**config.mk**
```make
export PLATFORM = sky130hd
export DESIGN_NAME = screen_sequencer
export DESIGN_NICKNAME = d
export VERILOG_FILES = /design/src/rtl/screen_sequencer.sv
export SDC_FILE = /design/constraint.sdc
export NUM_CORES = 1
export LEC_CHECK = 0
export BUFFER_PORTS_ARGS = -buffer_cell sky130_fd_sc_hd__buf_2
export CORE_UTILIZATION = 50
export CTS_CLUSTER_SIZE = 40
export DETAILED_ROUTE_END_ITERATION = 8
export PLACE_DENSITY_LB_ADDON = 0.05
export SYNTH_ARGS = -nofsm -noshare
export SYNTH_HDL_FRONTEND = slang
export SYNTH_SLANG_ARGS = --single-unit
```
**constraint.sdc**
```tcl
create_clock -name vga_clk -period 4 [get_ports vga_clk]
set_input_delay 0.8 -clock vga_clk [delete_from_list [all_inputs] [get_ports vga_clk]]
set_output_delay 0.8 -clock vga_clk [all_outputs]
set_load 0.005 [all_outputs]
```
**src/rtl/screen_sequencer.sv**
```systemverilog
// Game-flow controller: selects the active full-screen image, runs frame-synchronous
// fade-out/fade-in transitions between screens, and scales/blank-gates the RGB path.
module screen_sequencer #(
  parameter int FADE_STEP_FRAMES = 2,
  parameter int INTRO_FRAMES     = 180,
  parameter int END_FRAMES       = 240
) (
  input  logic       vga_clk,
  input  logic       reset_n,
  input  logic [9:0] DrawX,
  input  logic [9:0] DrawY,
  input  logic       blank,
  input  logic       start_key,
  input  logic       player_dead,
  input  logic       stage_clear,
  input  logic [3:0] pix_red_in,
  input  logic [3:0] pix_green_in,
  input  logic [3:0] pix_blue_in,
  output logic [3:0] red,
  output logic [3:0] green,
  output logic [3:0] blue,
  output logic [2:0] screen_sel,
  output logic       game_run,
  output logic       frame_tick,
  output logic [3:0] fade_level
);

  localparam int STEP_W = (FADE_STEP_FRAMES < 2) ? 1 : $clog2(FADE_STEP_FRAMES);
  localparam logic [STEP_W-1:0] LP_STEP_LAST = STEP_W'(FADE_STEP_FRAMES - 1);
  localparam logic [15:0] LP_INTRO = 16'(INTRO_FRAMES);
  localparam logic [15:0] LP_END   = 16'(END_FRAMES);

  // Screen states share their encoding with screen_sel so a target maps straight across.
  typedef enum logic [2:0] {
    S_TITLE    = 3'd0,
    S_INTRO    = 3'd1,
    S_PLAY     = 3'd2,
    S_OVER     = 3'd3,
    S_CLEAR    = 3'd4,
    S_FADE_OUT = 3'd5,
    S_FADE_IN  = 3'd6
  } state_t;

  state_t            r_state, w_state_next;
  state_t            r_target, w_target_next;
  logic [2:0]        r_screen_sel, w_sel_next;
  logic [3:0]        r_fade, w_fade_next;
  logic [STEP_W-1:0] r_step, w_step_next;
  logic [15:0]       r_frame_cnt, w_cnt_next;
  logic [15:0]       w_cnt_inc;

  logic r_origin_d;
  logic r_frame_tick;
  logic r_start_prev;
  logic r_start_lat;
  logic r_dead_lat;
  logic r_clear_lat;
  logic w_origin;
  logic w_start_rise;

  assign w_origin     = (DrawX == 10'd0) && (DrawY == 10'd0);
  assign w_start_rise = start_key & ~r_start_prev;
  assign w_cnt_inc    = (r_frame_cnt == 16'hFFFF) ? r_frame_cnt : r_frame_cnt + 16'd1;

  // Tick on the first cycle the raster origin is seen, so a stalled raster still gives one pulse.
  always_ff @(posedge vga_clk or negedge reset_n) begin
    if (!reset_n) begin
      r_origin_d   <= 1'b0;
      r_frame_tick <= 1'b0;
      r_start_prev <= 1'b0;
    end else begin
      r_origin_d   <= w_origin;
      r_frame_tick <= w_origin & ~r_origin_d;
      r_start_prev <= start_key;
    end
  end

  // An event arriving in the tick cycle itself survives into the next frame.
  always_ff @(posedge vga_clk or negedge reset_n) begin
    if (!reset_n) begin
      r_start_lat <= 1'b0;
      r_dead_lat  <= 1'b0;
      r_clear_lat <= 1'b0;
    end else begin
      r_start_lat <= (r_start_lat & ~r_frame_tick) | w_start_rise;
      r_dead_lat  <= (r_dead_lat  & ~r_frame_tick) | player_dead;
      r_clear_lat <= (r_clear_lat & ~r_frame_tick) | stage_clear;
    end
  end

  always_ff @(posedge vga_clk or negedge reset_n) begin
    if (!reset_n) begin
      r_state      <= S_TITLE;
      r_target     <= S_TITLE;
      r_screen_sel <= 3'd0;
      r_fade       <= 4'd15;
      r_step       <= '0;
      r_frame_cnt  <= 16'd0;
    end else begin
      r_state      <= w_state_next;
      r_target     <= w_target_next;
      r_screen_sel <= w_sel_next;
      r_fade       <= w_fade_next;
      r_step       <= w_step_next;
      r_frame_cnt  <= w_cnt_next;
    end
  end

  always_comb begin
    w_state_next  = r_state;
    w_target_next = r_target;
    w_sel_next    = r_screen_sel;
    w_fade_next   = r_fade;
    w_step_next   = r_step;
    w_cnt_next    = r_frame_cnt;
    if (r_frame_tick) begin
      case (r_state)
        S_TITLE: begin
          if (r_start_lat) begin
            w_state_next  = S_FADE_OUT;
            w_target_next = S_INTRO;
          end
        end
        S_INTRO: begin
          w_cnt_next = w_cnt_inc;
          if (w_cnt_inc >= LP_INTRO) begin
            w_state_next  = S_FADE_OUT;
            w_target_next = S_PLAY;
          end
        end
        S_PLAY: begin
          if (r_dead_lat) begin
            w_state_next  = S_FADE_OUT;
            w_target_next = S_OVER;
          end else if (r_clear_lat) begin
            w_state_next  = S_FADE_OUT;
            w_target_next = S_CLEAR;
          end
        end
        S_OVER: begin
          w_cnt_next = w_cnt_inc;
          if ((w_cnt_inc >= LP_END) || r_start_lat) begin
            w_state_next  = S_FADE_OUT;
            w_target_next = S_TITLE;
          end
        end
        S_CLEAR: begin
          w_cnt_next = w_cnt_inc;
          if (w_cnt_inc >= LP_END) begin
            w_state_next  = S_FADE_OUT;
            w_target_next = S_TITLE;
          end
        end
        S_FADE_OUT: begin
          if (r_fade == 4'd0) begin
            w_sel_next   = 3'(r_target);
            w_state_next = S_FADE_IN;
          end else if (r_step == LP_STEP_LAST) begin
            w_fade_next = r_fade - 4'd1;
            w_step_next = '0;
          end else begin
            w_step_next = r_step + 1'b1;
          end
        end
        S_FADE_IN: begin
          if (r_fade == 4'd15) begin
            w_state_next = r_target;
          end else if (r_step == LP_STEP_LAST) begin
            w_fade_next = r_fade + 4'd1;
            w_step_next = '0;
          end else begin
            w_step_next = r_step + 1'b1;
          end
        end
        default: begin
          w_state_next = S_TITLE;
        end
      endcase
      // Every state entry starts with fresh frame and fade-step counts.
      if (w_state_next != r_state) begin
        w_cnt_next  = 16'd0;
        w_step_next = '0;
      end
    end
  end

  logic [3:0] w_pix_in [3];
  assign w_pix_in[0] = pix_red_in;
  assign w_pix_in[1] = pix_green_in;
  assign w_pix_in[2] = pix_blue_in;

  genvar gi;
  generate
    for (gi = 0; gi < 3; gi++) begin : g_chan
      logic [7:0] w_prod;
      logic [3:0] r_chan_out;
      assign w_prod = {4'b0000, w_pix_in[gi]} * {4'b0000, r_fade};
      always_ff @(posedge vga_clk or negedge reset_n) begin
        if (!reset_n) begin
          r_chan_out <= 4'd0;
        end else if (!blank) begin
          r_chan_out <= 4'd0;
        end else if (r_fade == 4'd15) begin
          r_chan_out <= w_pix_in[gi];
        end else begin
          r_chan_out <= w_prod[7:4];
        end
      end
    end
  endgenerate

  assign red        = g_chan[0].r_chan_out;
  assign green      = g_chan[1].r_chan_out;
  assign blue       = g_chan[2].r_chan_out;
  assign screen_sel = r_screen_sel;
  assign game_run   = (r_state == S_PLAY);
  assign frame_tick = r_frame_tick;
  assign fade_level = r_fade;

endmodule

```
After elaboration in Yosys (flattened, before gate mapping). Index checks and enable logic that the tools add are counted. Widths: inputs -> output; s select.

Add/sub/neg operators: 4. Multiply operators: 3. $lt $le $gt $ge: 2. Eq/ne operators: 20. Mux-type cells: 36. Bitwise operators: 11. Reductions and logical operators: 16.

Operators with widths (count): $mux 16 (3); $mux 3 (15); $mux 4 (10); $ge 16x8->1 const B (2); $mul 4x4->8 (3); $pmux 3 s7 (1); $logic_not 10->1 (2); $add 16x1->16 const B (1); $eq 16x16->1 const B (1); $ne 2x2->1 const B (8); $pmux 3 s5 (1); $eq 3x3->1 const B (3); $pmux 4 s2 (1); $reduce_and 7->1 (1); $eq 3x2->1 const B (2); $ne 3x3->1 const B (2); $reduce_and 6->1 (1); $and 1x1->1 (5); $reduce_bool 5->1 (1); $add 4x1->4 const B (1); $eq 4x4->1 const B (1); $logic_not 4->1 (1); $mux 1 (4); $reduce_and 4->1 (1); other kinds (16) (21).

Bits in registers: 48.

Logic depth before layout (Yosys ltp).
Depth after elaboration: 10. Gate-level depth with buffers: 16. Depth with buffers taken out: 15.

Worst setup path before layout. Ideal clock, no wire load.

Kind: register to register. Start point: register r_fade[3], in the netlist fade_level[3]. End point: register g_chan[2].r_chan_out[3], in the netlist blue[3]. Setup time: 119 ps. Data arrival time: 3485 ps. Required time: 3881 ps. Path slack: 396 ps. Stages on the path, launching flop included: 16. Clock period less this slack: 3604 ps. Cells stage by stage: dfstp_2 -> clkbuf_1 -> nand2_1 -> fa_1 -> fa_1 -> inv_1 -> ha_1 -> and4_1 -> a21oi_1 -> o21bai_1 -> a21oi_1 -> nor2b_1 -> nor2_1 -> xor2_1 -> o21ai_0 -> and2_1.

Cells in the longest elaborated chain, start to end: 3. Elaborated cells on any way between the ends: 4.

RTL lines: from (decl) (RTL line 47) `logic [3:0] r_fade, w_fade_next;`; from (signal assigned) (RTL line 103) `r_fade <= w_fade_next;`; $mul 4x4->8 / $eq 4x4->1 (equally long branches) (RTL line 197, 203); $mux 4 (*) (RTL line 203) `end else if (r_fade == 4'd15) begin`; $mux 4 (*) (RTL line 201) `end else if (!blank) begin`; to (signal assigned) (RTL line 204) `r_chan_out <= w_pix_in[gi];`; to (signal assigned) (RTL line 206) `r_chan_out <= w_prod[7:4];`; to (decl) (RTL line 196) `logic [3:0] r_chan_out;`.

Mark *: on every way between the ends. The rest lies on a longest branch, timed or not. A chain may end at the register's enable or synchronous reset.

Worst setup path after layout. Same ends and word-level chain as after synthesis.

==> results.sh <==
export IMPL_setup_tns_ps=0
export IMPL_dominantRegCellSynth="dfrtp_1"
export IMPL_stdcell_area_um2=4430
export IMPL_post_drt_wl_per_cell_um=14.0
export IMPL_global_route_wire_length_before_repair_um=14500
export IMPL_path_cells="nand2_1 > fa_1 > fa_1 > inv_1 > ha_1 > and4_1 > a21oi_1 > o21bai_1 > a21oi_1 > nor2b_1 > nor2_1 > xor2_1 > o21ai_0 > and2_1"
export IMPL_maxCapViolCount=0
export IMPL_grt_antenna_before_repair=0
export IMPL_remaining_drc_errors=0
export IMPL_vias_per_cell=5.58
export IMPL_worstHoldPathType="reg -> reg"
export IMPL_place_area_um2=4300
export IMPL_post_synth_top_area_cell="dfrtp_1"
export IMPL_post_dp_hpwl_um=6280
export IMPL_nets=580
export IMPL_clock_sink_count=48
export IMPL_netlist_instances=441
export IMPL_synth_top_cells_by_count="nand2_1, dfrtp_1, ha_1"
export IMPL_numCtsBuffers=5
export IMPL_die_area_um2=8140
export IMPL_synth_edf_count=0
export IMPL_floorplan_initialDensity_pct=52.8
export IMPL_postLayoutCoreUtil_pct=60.1
export IMPL_h_tree_depth=2
export IMPL_cts_tree="yes"
export IMPL_critical_path_endpoint_type="register"
export IMPL_timing_limited_maximum_frequency_ghz=0.276
export IMPL_rsz_0062_raised_after_global_routing="no"
export IMPL_filler_cells_inserted=669
export IMPL_run_status="finished clean"
export IMPL_drtIter0Drc=164
export IMPL_cpPeakStageDelay_ps=650
export IMPL_synth_seq_cells=48
export IMPL_chipHeight_um=90.2
export IMPL_cts_hold_fix_buffers=0
export IMPL_worst_slack_at_placement_ps=124
export IMPL_hold_depth=1
export IMPL_path_clk_slew_ps=90
export IMPL_vias=3345
export IMPL_number_of_nets_produced_by_synthesis=522
export IMPL_placed_cell_count=591
export IMPL_final_max_slew_viols=0
export IMPL_slew_headroom_pct=46.1
export IMPL_max_slew_worst_pin_slew_ps=806
export IMPL_synth_async_sr_flop_share_pct=100
export IMPL_floorplan_io_pins=59
export IMPL_final_antenna_net_count=0
export IMPL_hold_ws_ps=412
export IMPL_worst_slack_ps=376
export IMPL_drt_pass1_iterations=5
export IMPL_total_power_consumption_of_the_routed_design_mw=0.915
export IMPL_clock_path_buffers=2
export IMPL_globalplace_congestion=0.865
export IMPL_worst_setup_path_start_kind="register"
export IMPL_post_cts_resize_count=0
export IMPL_period_minus_slack_ps=3620
export IMPL_worst_hold_path_endpoint="frame_tick$_DFF_PN0_"
export IMPL_global_route_overflow_total=0
export IMPL_grt_start_max_net_pins=36
export IMPL_r2r_setup_slack_ps=380
export IMPL_antenna_diode_count=0
export IMPL_globalRouteTotalUtil_pct=21.6
export IMPL_ff2ff_path_depth=14
export IMPL_clock_root_buffer="clkbuf_8"
export IMPL_netlist_area_um2=3890
export IMPL_design_core_area_um2=7370
export IMPL_leakagePower_nw=2.20
export IMPL_max_vdd_ir_drop_uv=114
export IMPL_rr_endpoint="blue[3]$_DFF_PN0_"
export IMPL_postSynthAreaPerCell_um2=8.83
export IMPL_cp_data_required_time_ps=4200
export IMPL_setup_viol=0
export IMPL_critical_path_slowest_cell="dfstp_2"
export IMPL_yosysTopAreaCellShare_pct=28.3
export IMPL_numPortBuffers=58
export IMPL_row_count=31
export IMPL_power_density_nw_per_um2=207
export IMPL_flow_area_growth_from_synthesis_pct=13.7
export IMPL_crit_arrival_ps=3830
export IMPL_die_x_um=90.2
export IMPL_instances_no_fill=599
export IMPL_route_final_wire_length_um=8370
export IMPL_timing_critical_path_fanout_max=10
export IMPL_clock_insertion_delay_worst_skew_ps=310
export IMPL_launching_instance_or_port_of_the_critical_path="fade_level[3]$_DFFE_PN1P_"
export IMPL_yosysWarningCount=0
export IMPL_crit_type="reg -> reg"
export IMPL_post_cts_setup_bufs=0
export IMPL_finalHoldViolations=0
export IMPL_layout_drive_gt1_share_pct=19.6
export IMPL_yosysUniqueCellTypes=55
export IMPL_final_period_utilization_pct=90.6
export IMPL_worst_clock_skew_ps=6.70
export IMPL_synth_top_cells_by_area="dfrtp_1, ha_1, nand2_1"
export IMPL_portion_of_the_post_synthesis_area_used_by_sequential_elements_pct=31.0
export IMPL_crit_reg2reg_launch="fade_level[3]$_DFFE_PN1P_"
export IMPL_holdCritStartpoint="r_origin_d$_DFF_PN0_"
export IMPL_yosys_cell_count_top_type="nand2_1"
export IMPL_via_count_of_the_first_global_routing_pass=3027
report_power, final:
group	internal (mW)	switching, mW	total, mW
sequential	0.486	0.000121	0.486
clock	0.221	0.172	0.393
combinational	0.0144	0.0220	0.0364
critical path: cells and delay by family, from the launching register on:
family,cells,cell delay [ps]
AOI/OAI and AO/OA,4,670
xor gates and xnor gates,1,150
adders and majority gates,3,1360
buffers and inverters,1,40
DFF,1,650
and+or+nand+nor,5,640
worst max path at each step:
stage                   endpoint  cells past startpoint  slack, ps
2_1_floorplan  blue[3]$_DFF_PN0_                     15        400
3_3_place_gp   blue[3]$_DFF_PN0_                     15        270
3_5_place_dp   blue[3]$_DFF_PN0_                     15        120
4_1_cts        blue[3]$_DFF_PN0_                     14        350
5_1_grt        blue[3]$_DFF_PN0_                     14        160
6_report       blue[3]$_DFF_PN0_                     14        380
cell usage in the layout, fill, tap and decap left out, types with 5 or more instances in the layout:
cell type	n
nand4_1	5
nor2b_1	5
o21ai_0	25
nor3_1	10
and3_1	8
buf_2	58
nor2_1	26
and2_1	31
mux2_2	5
clkbuf_8	7
buf_4	8
xor2_1	9
a21oi_1	16
a21o_1	5
a31oi_1	5
nor4_1	10
and4_1	6
xnor2_1	14
nand3_1	9
fa_1	10
nand2_1	61
inv_1	28
ha_1	33
dfrtp_1	44
nor3b_1	6
per-layer routing:
| layer | vias up | wire length, µm | track usage, % |
|---|---|---|---|
| met4 | 0 | 76 | 3.76 |
| met3 | 8 | 390 | 2.88 |
| li1 | 1662 | - | - |
| met2 | 90 | 4010 | 35.8 |
| met1 | 1585 | 3900 | 30.6 |
| met5 | - | 0 | 0 |
flip-flops by register name, indices dropped and copies added, names as in the netlist, 3 cells and up:
signal,cells
r_frame_cnt,16
fade_level,4
r_target,3
green,4
r_state,3
screen_sel,3
red,4
blue,4
cells by family after synthesis:
group | synth area share (%)
XOR/XNOR | 5.18
adder cells (fa/ha/maj) | 15.8
multiplexers | 2.60
buffers and inverters | 4.40
AO/OA/AOI/OAI | 14.0
AND/OR/NAND/NOR | 27.1
flip-flops | 31.0
final cells by class:
class	instances	area, µm²	share of cell area (%)
clock buffer	7	96.3	2.18
clock inverter	1	30.0	0.678
inverter	28	105	2.37
multi-input combinational	350	2510	56.8
sequential	48	1210	27.2
tap	99	124	2.80
timing repair buffer	66	350	7.91
(Power assumes the default switching activity.)
